`src/rtl/ram4k_port_ctrl_pkg.sv`:
```
// Shared widths and FSM encoding for the 4K x 16 RAM port controller.
package ram4k_port_ctrl_pkg;

  localparam int DEF_ADDR_W = 12;
  localparam int DEF_DATA_W = 16;
  localparam int DEF_LEN_W  = 13;

  typedef enum logic [2:0] {
    ST_IDLE = 3'd0,
    ST_WR   = 3'd1,
    ST_RD1  = 3'd2,
    ST_RD2  = 3'd3,
    ST_RSP  = 3'd4,
    ST_FILL = 3'd5
  } state_e;

endpackage

```
`src/rtl/ram4k_port_ctrl_if.sv`:
```
// Request, response and fill-control channels between a client and the RAM port controller.
interface ram4k_port_ctrl_if
  import ram4k_port_ctrl_pkg::*;
#(
  parameter int ADDR_W = DEF_ADDR_W,
  parameter int DATA_W = DEF_DATA_W,
  parameter int LEN_W  = DEF_LEN_W
);
  logic              req_valid;
  logic              req_ready;
  logic              req_we;
  logic [ADDR_W-1:0] req_addr;
  logic [DATA_W-1:0] req_wdata;
  logic              rsp_valid;
  logic              rsp_ready;
  logic [DATA_W-1:0] rsp_data;
  logic              fill_start;
  logic [ADDR_W-1:0] fill_base;
  logic [LEN_W-1:0]  fill_len;
  logic [DATA_W-1:0] fill_value;
  logic              fill_busy;
  logic              fill_done;

  modport master (
    output req_valid, req_we, req_addr, req_wdata, rsp_ready,
           fill_start, fill_base, fill_len, fill_value,
    input  req_ready, rsp_valid, rsp_data, fill_busy, fill_done
  );

  modport slave (
    input  req_valid, req_we, req_addr, req_wdata, rsp_ready,
           fill_start, fill_base, fill_len, fill_value,
    output req_ready, rsp_valid, rsp_data, fill_busy, fill_done
  );
endinterface

```
`src/rtl/ram4k_port_ctrl_fill_counter.sv`:
```
// Fill address generator: holds the next address (wrapping) and the words still owed, including the one on the bus.
module ram4k_port_ctrl_fill_counter #(
  parameter int ADDR_W = 12,
  parameter int LEN_W  = 13
) (
  input  logic              clk,
  input  logic              reset,
  input  logic              load_i,
  input  logic              step_i,
  input  logic [ADDR_W-1:0] base_i,
  input  logic [LEN_W-1:0]  len_i,
  output logic [ADDR_W-1:0] addr_o,
  output logic              last_o
);
  logic [ADDR_W-1:0] addr_q;
  logic [LEN_W-1:0]  rem_q;

  // The base word goes straight onto the bus at load, so the counter starts one ahead.
  always_ff @(posedge clk) begin
    if (reset) begin
      addr_q <= '0;
      rem_q  <= '0;
    end else if (load_i) begin
      addr_q <= base_i + 1'b1;
      rem_q  <= len_i;
    end else if (step_i) begin
      addr_q <= addr_q + 1'b1;
      rem_q  <= rem_q - 1'b1;
    end
  end

  assign addr_o = addr_q;
  assign last_o = (rem_q == LEN_W'(1));
endmodule

```
`src/rtl/ram4k_port_ctrl.sv`:
```
// Front end for the 4K x 16 RAM: single read/write requests, backpressured read responses and a block-fill engine.
module ram4k_port_ctrl
  import ram4k_port_ctrl_pkg::*;
#(
  parameter int ADDR_W = DEF_ADDR_W,
  parameter int DATA_W = DEF_DATA_W,
  parameter int LEN_W  = DEF_LEN_W
) (
  input  logic              clk,
  input  logic              reset,
  ram4k_port_ctrl_if.slave  bus,
  output logic [ADDR_W-1:0] ram_addr,
  output logic [DATA_W-1:0] ram_wdata,
  output logic              ram_we,
  input  logic [DATA_W-1:0] ram_rdata
);
  state_e            state_q, state_d;
  logic [ADDR_W-1:0] ram_addr_q, ram_addr_d;
  logic [DATA_W-1:0] ram_wdata_q, ram_wdata_d;
  logic              ram_we_q, ram_we_d;
  logic              rsp_valid_q, rsp_valid_d;
  logic [DATA_W-1:0] rsp_data_q, rsp_data_d;
  logic              fill_busy_q, fill_busy_d;
  logic              fill_done_q, fill_done_d;
  logic              cnt_load, cnt_step, cnt_last;
  logic [ADDR_W-1:0] cnt_addr;

  ram4k_port_ctrl_fill_counter #(.ADDR_W(ADDR_W), .LEN_W(LEN_W)) u_fill_counter (
    .clk    (clk),
    .reset  (reset),
    .load_i (cnt_load),
    .step_i (cnt_step),
    .base_i (bus.fill_base),
    .len_i  (bus.fill_len),
    .addr_o (cnt_addr),
    .last_o (cnt_last)
  );

  // A fill request in the same cycle as a request wins.
  assign bus.req_ready = (state_q == ST_IDLE) && !bus.fill_start && !reset;

  always_ff @(posedge clk) begin
    if (reset) begin
      state_q     <= ST_IDLE;
      ram_addr_q  <= '0;
      ram_wdata_q <= '0;
      ram_we_q    <= 1'b0;
      rsp_valid_q <= 1'b0;
      rsp_data_q  <= '0;
      fill_busy_q <= 1'b0;
      fill_done_q <= 1'b0;
    end else begin
      state_q     <= state_d;
      ram_addr_q  <= ram_addr_d;
      ram_wdata_q <= ram_wdata_d;
      ram_we_q    <= ram_we_d;
      rsp_valid_q <= rsp_valid_d;
      rsp_data_q  <= rsp_data_d;
      fill_busy_q <= fill_busy_d;
      fill_done_q <= fill_done_d;
    end
  end

  always_comb begin
    state_d = state_q;
    case (state_q)
      ST_IDLE: begin
        if (bus.fill_start) begin
          state_d = (bus.fill_len == '0) ? ST_IDLE : ST_FILL;
        end else if (bus.req_valid) begin
          state_d = bus.req_we ? ST_WR : ST_RD1;
        end
      end
      ST_WR:   state_d = ST_IDLE;
      ST_RD1:  state_d = ST_RD2;
      ST_RD2:  state_d = ST_RSP;
      ST_RSP:  if (bus.rsp_ready) state_d = ST_IDLE;
      ST_FILL: if (cnt_last) state_d = ST_IDLE;
      default: state_d = ST_IDLE;
    endcase
  end

  always_comb begin
    ram_addr_d  = ram_addr_q;
    ram_wdata_d = ram_wdata_q;
    ram_we_d    = 1'b0;
    rsp_valid_d = rsp_valid_q;
    rsp_data_d  = rsp_data_q;
    fill_busy_d = fill_busy_q;
    fill_done_d = 1'b0;
    cnt_load    = 1'b0;
    cnt_step    = 1'b0;
    case (state_q)
      ST_IDLE: begin
        if (bus.fill_start) begin
          if (bus.fill_len == '0) begin
            fill_done_d = 1'b1;
          end else begin
            ram_addr_d  = bus.fill_base;
            ram_wdata_d = bus.fill_value;
            ram_we_d    = 1'b1;
            fill_busy_d = 1'b1;
            cnt_load    = 1'b1;
          end
        end else if (bus.req_valid) begin
          ram_addr_d = bus.req_addr;
          if (bus.req_we) begin
            ram_wdata_d = bus.req_wdata;
            ram_we_d    = 1'b1;
          end
        end
      end
      ST_RD2: begin
        rsp_data_d  = ram_rdata;
        rsp_valid_d = 1'b1;
      end
      ST_RSP: if (bus.rsp_ready) rsp_valid_d = 1'b0;
      ST_FILL: begin
        // ram_wdata_q keeps the fill value loaded on entry for the whole burst.
        if (cnt_last) begin
          fill_busy_d = 1'b0;
          fill_done_d = 1'b1;
        end else begin
          ram_addr_d = cnt_addr;
          ram_we_d   = 1'b1;
          cnt_step   = 1'b1;
        end
      end
      default: ;
    endcase
  end

  assign ram_addr      = ram_addr_q;
  assign ram_wdata     = ram_wdata_q;
  assign ram_we        = ram_we_q;
  assign bus.rsp_valid = rsp_valid_q;
  assign bus.rsp_data  = rsp_data_q;
  assign bus.fill_busy = fill_busy_q;
  assign bus.fill_done = fill_done_q;
endmodule

```
`src/flat_wrapper.sv`:
```
// flat-port wrapper written by rule: the top's interface ports become plain ports
module ram4k_port_ctrl_flat import ram4k_port_ctrl_pkg::*;
#(
  parameter int ADDR_W = DEF_ADDR_W,
  parameter int DATA_W = DEF_DATA_W,
  parameter int LEN_W  = DEF_LEN_W
)
  (clk, reset, ram_addr, ram_wdata, ram_we, ram_rdata, bus_req_valid, bus_req_we, bus_req_addr, bus_req_wdata, bus_rsp_ready, bus_fill_start, bus_fill_base, bus_fill_len, bus_fill_value, bus_req_ready, bus_rsp_valid, bus_rsp_data, bus_fill_busy, bus_fill_done);
  ram4k_port_ctrl_if #(.ADDR_W(ADDR_W), .DATA_W(DATA_W), .LEN_W(LEN_W)) bus_i ();
  input  logic clk;
  input  logic reset;
  output logic [ADDR_W-1:0] ram_addr;
  output logic [DATA_W-1:0] ram_wdata;
  output logic ram_we;
  input  logic [DATA_W-1:0] ram_rdata;
  input wire logic [$bits(bus_i.req_valid)-1:0] bus_req_valid;
  input wire logic [$bits(bus_i.req_we)-1:0] bus_req_we;
  input wire logic [$bits(bus_i.req_addr)-1:0] bus_req_addr;
  input wire logic [$bits(bus_i.req_wdata)-1:0] bus_req_wdata;
  input wire logic [$bits(bus_i.rsp_ready)-1:0] bus_rsp_ready;
  input wire logic [$bits(bus_i.fill_start)-1:0] bus_fill_start;
  input wire logic [$bits(bus_i.fill_base)-1:0] bus_fill_base;
  input wire logic [$bits(bus_i.fill_len)-1:0] bus_fill_len;
  input wire logic [$bits(bus_i.fill_value)-1:0] bus_fill_value;
  output wire logic [$bits(bus_i.req_ready)-1:0] bus_req_ready;
  output wire logic [$bits(bus_i.rsp_valid)-1:0] bus_rsp_valid;
  output wire logic [$bits(bus_i.rsp_data)-1:0] bus_rsp_data;
  output wire logic [$bits(bus_i.fill_busy)-1:0] bus_fill_busy;
  output wire logic [$bits(bus_i.fill_done)-1:0] bus_fill_done;
  assign bus_i.req_valid = bus_req_valid;
  assign bus_i.req_we = bus_req_we;
  assign bus_i.req_addr = bus_req_addr;
  assign bus_i.req_wdata = bus_req_wdata;
  assign bus_i.rsp_ready = bus_rsp_ready;
  assign bus_i.fill_start = bus_fill_start;
  assign bus_i.fill_base = bus_fill_base;
  assign bus_i.fill_len = bus_fill_len;
  assign bus_i.fill_value = bus_fill_value;
  assign bus_req_ready = bus_i.req_ready;
  assign bus_rsp_valid = bus_i.rsp_valid;
  assign bus_rsp_data = bus_i.rsp_data;
  assign bus_fill_busy = bus_i.fill_busy;
  assign bus_fill_done = bus_i.fill_done;
  ram4k_port_ctrl #(.ADDR_W(ADDR_W), .DATA_W(DATA_W), .LEN_W(LEN_W)) u_core (.clk(clk), .reset(reset), .bus(bus_i), .ram_addr(ram_addr), .ram_wdata(ram_wdata), .ram_we(ram_we), .ram_rdata(ram_rdata));
endmodule
```
`config.mk`:
```
export PLATFORM = sky130hd
export DESIGN_NAME = ram4k_port_ctrl_flat
export DESIGN_NICKNAME = d
export VERILOG_FILES = /design/src/rtl/ram4k_port_ctrl_pkg.sv /design/src/rtl/ram4k_port_ctrl_if.sv /design/src/rtl/ram4k_port_ctrl_fill_counter.sv /design/src/rtl/ram4k_port_ctrl.sv /design/src/flat_wrapper.sv
export SDC_FILE = /design/constraint.sdc
export NUM_CORES = 1
export LEC_CHECK = 0
export BUFFER_PORTS_ARGS = -buffer_cell sky130_fd_sc_hd__buf_2
export CAP_MARGIN = 20
export CORE_MARGIN = 8
export CORE_UTILIZATION = 45
export CTS_BUF_LIST = sky130_fd_sc_hd__clkbuf_2
export CTS_CLUSTER_DIAMETER = 50
export DETAILED_ROUTE_END_ITERATION = 12
export PLACE_DENSITY = 0.73
export SLEW_MARGIN = 30
export SYNTH_ARGS = -nofsm -noshare
export SYNTH_HDL_FRONTEND = slang
export SYNTH_HIERARCHICAL = 1
export SYNTH_SLANG_ARGS = --single-unit
```
`constraint.sdc`:
```
create_clock -name clk -period 3.6 [get_ports clk]
set_input_delay 0.72 -clock clk [delete_from_list [all_inputs] [get_ports clk]]
set_output_delay 0.72 -clock clk [all_outputs]
set_load 0.03 [all_outputs]
```
==> results.sh <==
export IMPL_fin_crit_ns=3.02
export IMPL_regArea_sq_um=1520
export IMPL_rsz0062_at_grt="no"
export IMPL_worstMarginPinSlew_ns=0.731
export IMPL_reg2reg_slack_ns=0.89
export IMPL_dp_cells=710
export IMPL_syn_instance_count=482
export IMPL_postPlaceCellArea_sq_um=4810
export IMPL_n_antenna_cell=0
export IMPL_path_clk_slew_ns=0.25
export IMPL_drc=0
export IMPL_boundaryPins=140
export IMPL_fp_dieArea_sq_um=12200
export IMPL_reg2reg_to="u_core/u_fill_counter/addr_o[6]"
export IMPL_intPower_mw=1.28
export IMPL_areaGrowthSynthToFinish_pct=22.3
export IMPL_grt_total_usage=0.184
export IMPL_power_leakage_nw=2.23
export IMPL_synth_edf_count=0
export IMPL_fp_dieW_um=111
export IMPL_crit_arrival_ns=3.53
export IMPL_fin_nets=707
export IMPL_drv_slew=0
export IMPL_synth_main_ff_cell="dfxtp_1"
export IMPL_start_util=0.464
export IMPL_drt_iter0_markers=325
export IMPL_cts_setup_buffers=0
export IMPL_num_rows=34
export IMPL_wl_mm=11.6
export IMPL_yosys_top_cells_area="dfxtp_1, mux2i_1, a21oi_1"
export IMPL_r2r_cells=10
export IMPL_yosys_cell_types_count=54
export IMPL_p_sw_mw=0.788
export IMPL_slew_headroom=0.512
export IMPL_maxCapViolations=0
export IMPL_min_from="ram_rdata[11]"
export IMPL_antenna_found_initial=0
export IMPL_instances_no_fill=726
export IMPL_yosys_area_top_type="dfxtp_1"
export IMPL_fin_setup_tns_ns=0
export IMPL_overflow=0
export IMPL_multi_input_area_sq_um=2240
export IMPL_grt_pass1_vias=3932
export IMPL_tritoncts="done"
export IMPL_wl_per_cell_um=16.0
export IMPL_crit_chain="buf_2 -> nor4_1 -> and4_1 -> nand3b_1 -> clkinv_1 -> mux2_2 -> ha_1 -> nor2b_1 -> buf_4 -> nand4_1 -> or4_1 -> nand3_1"
export IMPL_gp_congestion=0.862
export IMPL_seqPwrFrac=0.483
export IMPL_worstPathMaxFanout=8
export IMPL_die_h_um=111
export IMPL_cp_end_kind="flop"
export IMPL_core_sq_um=8680
export IMPL_drive_gt1_frac=0.303
export IMPL_port_buffers=139
export IMPL_status="complete, no violations"
export IMPL_syn_avg_cell_area_sq_um=8.35
export IMPL_synth_seq_cells=76
export IMPL_cp_required_ns=4.11
export IMPL_final_fill_count=803
export IMPL_syn_area_sq_um=4030
export IMPL_clockRootBuffer="clkbuf_2"
export IMPL_hold_violations=0
export IMPL_grt_max_degree=38
export IMPL_power_density_nw_per_um2=421
export IMPL_dpl_hpwl_mm=8.75
export IMPL_synthArstFlopShare=0
export IMPL_post_cts_resized=0
export IMPL_pwr_share_comb=0.301
export IMPL_ys_seq_area_frac=0.378
export IMPL_clk_path_buf_depth=2
export IMPL_r2r_start="u_core/u_fill_counter/rem_q[3]"
export IMPL_grt_pass1_wl_mm=19.1
export IMPL_yosys_warnings=6
export IMPL_max_freq_ghz=0.332
export IMPL_finish_instance_area_sq_um=4920
export IMPL_insertion_delay_ns=0.54
export IMPL_start_kind="primary input"
export IMPL_avgViaCountPerCell=5.48
export IMPL_p_sw_frac=0.380
export IMPL_cp_buffers_inverters=3
export IMPL_hold_buffers=0
export IMPL_finClkSkew_ns=0.0246
export IMPL_drt_pass1_iter_count=4
export IMPL_cts_buffers=9
export IMPL_vdd_drop_max_mv=0.183
export IMPL_critical_path_top_delay_family="simple AND/OR/NAND/NOR gates"
export IMPL_finalCritPeriodShare=0.838
export IMPL_hold_end="u_core/bus.rsp_data[11]"
export IMPL_clockPowerShare=0.216
export IMPL_ant_nets=0
export IMPL_syn_nets=576
export IMPL_cpPeakStageDelay_ns=0.43
export IMPL_cp_slowest_cell="or4_1"
export IMPL_htreeDepth=3
export IMPL_cts_sinks=76
export IMPL_worstHoldPathCells=3
export IMPL_crit_type="primary input to flop"
export IMPL_setup_violations_final=0
export IMPL_hold_class="primary input to flop"
export IMPL_synth_top_area_frac=0.378
export IMPL_dr_total_vias=3975
worst min-delay path, cell delays in order:
cell,delay (ns)
buf_2,0.09
nand2_1,0.04
a21oi_1,0.05
stage by stage:
step,utilization,power (mW),hold slack (ns),setup WS (ns)
2_1_floorplan,-,1.45,0.456,0.0367
3_3_place_gp,0.554,1.63,0.439,0.224
3_5_place_dp,0.554,1.64,0.444,0.0658
4_1_cts,0.567,2.09,0.332,0.641
5_1_grt,0.567,2.20,0.291,0.405
6_report,0.567,2.07,0.369,0.584
registers in the layout, summed over array words and instances (netlist names):
| name | cells |
|---|---|
| u_core/ram_we | 1 |
| u_core/bus.fill_busy | 1 |
| u_core/u_fill_counter/addr_o | 12 |
| u_core/bus.fill_done | 1 |
| u_core/ram_wdata | 16 |
| u_core/bus.rsp_data | 16 |
| u_core/u_fill_counter/rem_q | 13 |
| u_core/ram_addr | 12 |
| u_core/state_q | 3 |
| u_core/bus.rsp_valid | 1 |
cells in the mapped netlist, types with 13 or more instances:
cell      count
dfxtp_1      76
a221oi_1     19
a21oi_1      40
inv_1        27
nand2b_1     15
a211o_1      13
nand2_1      52
nor2_1       40
xnor2_1      15
o22ai_1      16
clkbuf_1     18
mux2i_1      33
how the worst max path moves through the flow:
stage                     cells past startpoint                          endpoint  slack [ns]       startpoint
final                                        12  u_core/u_fill_counter/addr_o[10]        0.58  bus_fill_len[1]
after global routing                         12   u_core/u_fill_counter/addr_o[9]        0.41  bus_fill_len[1]
after CTS                                    12  u_core/u_fill_counter/addr_o[11]        0.64  bus_fill_len[1]
after detailed placement                     12  u_core/u_fill_counter/addr_o[10]        0.07  bus_fill_len[1]
after global placement                       12  u_core/u_fill_counter/addr_o[11]        0.22  bus_fill_len[1]
after floorplan                              15   u_core/u_fill_counter/addr_o[8]        0.04   bus_fill_start
logic make-up (layout without fill, tap and decap cells):
kind of cell	count (synthesis)	after routing	synth area share
AND/OR/NAND/NOR	160	160	0.199
AO/OA/AOI/OAI	122	122	0.206
flip-flops	76	76	0.378
buffers and inverters	63	199	0.0684
multiplexers	37	37	0.0933
XOR/XNOR	21	21	0.0457
adder cells (fa/ha/maj)	3	3	0.00933
power by group through the flow:
stage | registers (mW) | clock network, mW | logic [mW]
after floorplan | 1.10 | 0 | 0.350
after global placement | 1.01 | 0 | 0.612
after detailed placement | 1.02 | 0 | 0.623
after CTS | 1.00 | 0.466 | 0.625
after global routing | 1.02 | 0.505 | 0.680
final | 1.00 | 0.448 | 0.623
area by class of cell:
cell class                 instances  area share
clock buffer                       9     0.00915
inverter                          28      0.0213
clock inverter                     7      0.0122
multi-input combinational        343       0.455
sequential                        76       0.309
tap                              108      0.0274
timing repair buffer             155       0.166
per-layer routing:
metal	share of wire	GRT usage
met5	0	0
met4	0.0090	0.0514
met3	0.066	0.0557
met2	0.48	0.314
met1	0.45	0.218
cells in the final DEF, fill, tap and decap left out, drive strengths merged, types with 3 or more instances in the layout:
master / n
a211o: 13
a211oi: 8
a21oi: 40
a221oi: 19
buf: 155
clkbuf: 9
clkinv: 3
clkinvlp: 3
dfxtp: 76
ha: 3
inv: 29
mux2: 4
mux2i: 33
nand2: 52
nand2b: 15
nand3: 10
nand3b: 5
nand4: 6
nor2: 40
nor3: 6
nor4: 7
o21a: 3
o21ai: 9
o22ai: 16
or3: 3
xnor2: 15
xor2: 6
(Power assumes the default switching activity.)
